## src/rtl/div.sv

```systemverilog
// Unsigned restoring divider: one quotient bit per SHIFT/SUB pair, N_DVD
// iterations. Divide-by-zero is caught in LOAD and returns all-ones/zero.
//
// Handshake: init is a level request sampled only in IDLE. done is a level
// that stays high in DONE for as long as init stays high. Dropping init in
// DONE returns the block to IDLE one edge later, and a new request is
// accepted on the edge after that. quot, rem and dz are valid whenever done=1
// and keep their values until the next capture.
module div #(
  parameter int N_DVD = 6,
  parameter int N_DVR = 3
) (
  input  logic             clk,
  input  logic             rst_n,
  input  logic             init,
  input  logic [N_DVD-1:0] DV,
  input  logic [N_DVR-1:0] DR,
  output logic             done,
  output logic [N_DVD-1:0] quot,
  output logic [N_DVR-1:0] rem,
  output logic             dz,
  output logic [2:0]       dbg_state
);

  localparam int CW = $clog2(N_DVD + 1);

  typedef enum logic [2:0] {
    IDLE  = 3'd0,
    LOAD  = 3'd1,
    SHIFT = 3'd2,
    SUB   = 3'd3,
    DONE  = 3'd4
  } state_t;

  state_t           state;
  logic [N_DVR:0]   a;     // partial remainder, one guard bit for the sign
  logic [N_DVD-1:0] q;     // dividend shifting out, quotient shifting in
  logic [N_DVR-1:0] d;     // captured divisor
  logic [CW-1:0]    cnt;   // completed iterations

  logic [N_DVR:0]   diff;
  logic [N_DVR:0]   a_sub;
  logic [N_DVD-1:0] q_sub;
  logic [CW-1:0]    cnt_nxt;
  logic             last_iter;

  // Trial subtraction and the register values SUB would commit; computed here
  // so the final iteration can load the outputs with its own quotient bit.
  always_comb begin
    diff      = a - {1'b0, d};
    a_sub     = a;
    q_sub     = q;
    if (!diff[N_DVR]) begin
      a_sub = diff;
      q_sub = {q[N_DVD-1:1], 1'b1};
    end
    cnt_nxt   = cnt + CW'(1);
    last_iter = (cnt_nxt == CW'(N_DVD));
  end

  assign dbg_state = state;

  // Control FSM and datapath registers; all outputs are registered here.
  always_ff @(posedge clk or negedge rst_n) begin
    if (!rst_n) begin
      state <= IDLE;
      a     <= '0;
      q     <= '0;
      d     <= '0;
      cnt   <= '0;
      done  <= 1'b0;
      dz    <= 1'b0;
      quot  <= '0;
      rem   <= '0;
    end else begin
      case (state)
        IDLE: begin
          if (init) begin
            q     <= DV;
            d     <= DR;
            a     <= '0;
            cnt   <= '0;
            done  <= 1'b0;
            dz    <= 1'b0;
            state <= LOAD;
          end
        end
        LOAD: begin
          if (d == '0) begin
            dz    <= 1'b1;
            quot  <= '1;
            rem   <= '0;
            done  <= 1'b1;
            state <= DONE;
          end else begin
            state <= SHIFT;
          end
        end
        SHIFT: begin
          {a, q} <= {a[N_DVR-1:0], q, 1'b0};
          state  <= SUB;
        end
        SUB: begin
          a   <= a_sub;
          q   <= q_sub;
          cnt <= cnt_nxt;
          if (last_iter) begin
            quot  <= q_sub;
            rem   <= a_sub[N_DVR-1:0];
            done  <= 1'b1;
            state <= DONE;
          end else begin
            state <= SHIFT;
          end
        end
        DONE: begin
          if (!init) begin
            done  <= 1'b0;
            state <= IDLE;
          end
        end
        default: state <= IDLE;
      endcase
    end
  end

endmodule
```

## config.mk

```make
export PLATFORM = sky130hd
export DESIGN_NAME = div
export DESIGN_NICKNAME = d
export VERILOG_FILES = /design/src/rtl/div.sv
export SDC_FILE = /design/constraint.sdc
export NUM_CORES = 1
export LEC_CHECK = 0
export BUFFER_PORTS_ARGS = -buffer_cell sky130_fd_sc_hd__buf_4
export CAP_MARGIN = 10
export CELL_PAD_IN_SITES_DETAIL_PLACEMENT = 1
export CELL_PAD_IN_SITES_GLOBAL_PLACEMENT = 2
export CORE_ASPECT_RATIO = 1.25
export CORE_UTILIZATION = 31
export DETAILED_ROUTE_END_ITERATION = 10
export PLACE_DENSITY = 0.72
export RECOVER_POWER = 25
export SLEW_MARGIN = 20
export SYNTH_ARGS = -nofsm -noshare
export SYNTH_HDL_FRONTEND = slang
export SYNTH_SLANG_ARGS = --single-unit
```

## constraint.sdc

```tcl
create_clock -name clk -period 1.95 [get_ports clk]
set_clock_uncertainty 0.05 [all_clocks]
set_input_delay 0.195 -clock clk [delete_from_list [all_inputs] [get_ports clk]]
set_output_delay 0.195 -clock clk [all_outputs]
set_load 0.005 [all_outputs]
```

==> reports/summary.txt <==
CTS tree = built
antenna fix cells = 0
vias in the first global route = 1357
final setup violation count = 0
hold path depth = 3
slew margin rel. = 48.2%
Die Height = 79.6 µm
Synth area leaders = dfrtp_1, nand2_1, o21ai_0
crit end category = flip-flop
Post-Place Cells = 235
Clock Pin Slew Worst Setup and Hold Paths = 0.06 ns
RSZ-0062 raised after global routing = yes
first-pass detailed-route iteration total = 2
reg2reg path depth = 6
critical path type = flip-flop to flip-flop
WP data arrival = 2.03 ns
Slew @ Worst Pin = 0.776 ns
1st-iter DRT viols = 32
total clock sinks = 30
core area = 4530 µm²
routed wire length = 3800 µm
Synthesized Nets = 169
Detail Placement HPWL = 2830 µm
Hold Crit Class = primary input to flip-flop
H-tree Lvls = 2
Setup crit start kind = flip-flop
sw frac = 39.8%
DR WL met3 = 117 µm
Seq pwr share = 31.0%
Final nets = 207
vias = 1262
Netlist cell types = 38
Synth top cells by count = dfrtp_1, nand2_1, o21ai_0
Peak VDD IR = 0.574 mV
fin crit share = 97.3%
io pins = 26
mean post-synth cell area = 9.90 µm²
routability cong. = 0.782
Yosys Warn Count = 0
Critical-path top delay cell = dfrtp_2
die width = 64.1 µm
Netlist Area Pre-Place = 1500 µm²
largest net degree at the start of global routing = 31
reg-to-reg critical path startpoint = a[2]$_DFFE_PN0P_
internal power = 2.10 mW
first-pass GRT wire length = 6640 µm
Post-synth EDFFs = 0
share of cells above drive strength 1 = 33.2%
Area Overhead vs Synth = 31.9%
placed cell area = 1780 µm²
WHS Endpoint = d[1]$_DFFE_PN0P_
fin. max-slew vios = 0
critical path cell sequence = ha_4 > a21oi_1 > nand2_1 > xor2_2 > mux2_2 > o31ai_2
total track usage = 17.0%
clock share of power = 16.7%
Final Hold Fails = 0
Fmax = 527 MHz
power per cell area = 1770 nW/µm²
Top FF cell, synth = dfrtp_1
Layout fillers = 534
result of the run = complete, no violations
Final min period = 1.90 ns
reg2reg end = rem[0]$_DFFE_PN0P_
DRC viols = 0
Final Instance Count excl. Fillers = 248
Pleak = 0.921 nW
FF-to-FF setup slack = 0.05 ns
largest area contributor in the netlist = dfrtp_1
CP max stage delay = 0.44 ns
Clock Path Buffers = 2
post-layout instance area = 1970 µm²
row cnt = 27
Syn Inst Count = 151
GRT Residual Overflow = 0
max-cap viol count = 0
final setup margin = 0.0535 ns
setup_tns = 0 ns
final core occ = 43.6%
initial core utilization = 33.0%
crit path max fanout = 3
DR vias/cell = 5.09
Sw Pwr = 1.39 mW
CTS buffer count = 5
top-count cell post-synth = dfrtp_1
met2 wire len = 2000 µm
Root Driver = clkbuf_8
I/O Buffers = 25
combinational power share = 52.3%
asr flop ratio synth = 100%
sequential share of the synthesized area = 50.2%
initial antenna violation count = 0
Hold Path Origin = DR[1]
WL per Instance = 15.3 µm
area share of the largest cell type after synthesis = 50.2%
Synth Register Bits = 30
Clk Latency, worst-skew pair = 0.27 ns
worst endpoint required time = 2.08 ns
M1 WL = 1640 µm
highest metal used = met4
pre-CTS setup slack = 0.0266 ns
die area = 5110 µm²
remaining antenna violation count = 0
[layout by cell type (no fill, tap or decap), drive strengths merged, types with 2 or more instances in the layout]
cell type,count
nor3,4
o22a,5
a32oi,2
clkbuf,9
ha,5
mux2,2
dfrtp,30
nor2,9
xor2,4
o31ai,3
mux2i,2
o21ai,14
and3,4
nand2,22
buf,37
inv,8
a21oi,11
[registers in the layout, summed over array words and instances, names as in the netlist]
register,flops
rem,3
quot,6
cnt,3
dz,1
done,1
d,3
dbg_state,3
q,6
a,4
[critical path, delay by kind of cell (launching register included)]
kind	cells	cell delay, ns
xor gates and xnor gates	1	0.21
adders and majority gates	1	0.26
and+or+nand+nor	1	0.13
DFF	1	0.44
muxes	1	0.38
AOI/OAI and AO/OA	2	0.35
[layer usage]
layer | track usage [%] | vias up
met5 | 0 | -
met4 | 4.00 | 0
met3 | 3.43 | 6
met2 | 30.9 | 22
met1 | 20.6 | 632
li1 | - | 602
[final cells by class]
class                      instances  area (µm²)  area share, %
timing repair buffer              39         293           14.8
multi-input combinational        105         714           36.2
inverter                           8        30.0           1.52
sequential                        30         752           38.1
clock buffer                       8         110           5.58
tap                               58        72.6           3.68
[how the worst max path moves through the flow]
| stage | slack (ns) | from | to |
|---|---|---|---|
| floorplan | 0.08 | a[2]$_DFFE_PN0P_ | rem[0]$_DFFE_PN0P_ |
| global placement | 0.07 | d[2]$_DFFE_PN0P_ | rem[0]$_DFFE_PN0P_ |
| detailed placement | 0.03 | cnt[0]$_DFFE_PN0P_ | quot[0]$_DFFE_PN0P_ |
| CTS | -0.04 | cnt[0]$_DFFE_PN0P_ | quot[0]$_DFFE_PN0P_ |
| global route | -0.04 | d[2]$_DFFE_PN0P_ | a[1]$_DFFE_PN0P_ |
| finish | 0.05 | a[2]$_DFFE_PN0P_ | rem[0]$_DFFE_PN0P_ |
[power groups by stage]
stage | registers [mW] | clock network (mW) | logic (mW)
2_1_floorplan | 1.05 | 0 | 1.09
3_3_place_gp | 1.08 | 0 | 1.62
3_5_place_dp | 1.09 | 0 | 1.67
4_1_cts | 1.09 | 0.601 | 1.71
5_1_grt | 1.12 | 0.625 | 2.06
6_report | 1.08 | 0.581 | 1.83
[metrics by stage]
step	hold slack [ns]	total power [mW]
2_1_floorplan	-0.151	2.14
3_3_place_gp	0.0995	2.70
3_5_place_dp	0.102	2.76
4_1_cts	0.0718	3.39
5_1_grt	0.0893	3.81
6_report	0.0774	3.49
[repair_timing]
| item | 4_1_cts | 5_1_grt |
|---|---|---|
| pin swaps | 0 | 3 |
| gates resized for setup | 1 | 8 |
| cloned | 0 | 0 |
| hold endpoints to repair | 30 | 0 |
| setup endpoints to repair | 4 | 12 |
| setup buffers | 0 | 4 |
| hold buffers | 1 | 0 |
[kinds of logic after synthesis]
logic type                 count (synthesis)  share of synthesized area [%]
adders and majority gates                  6                           5.52
xor gates and xnor gates                   4                           2.34
DFF                                       30                           50.2
buffers and inverters                     16                           5.27
muxes                                      4                           2.85
AOI/OAI and AO/OA                         43                           18.1
and+or+nand+nor                           48                           15.7
Power figures use the tool's default switching activity.
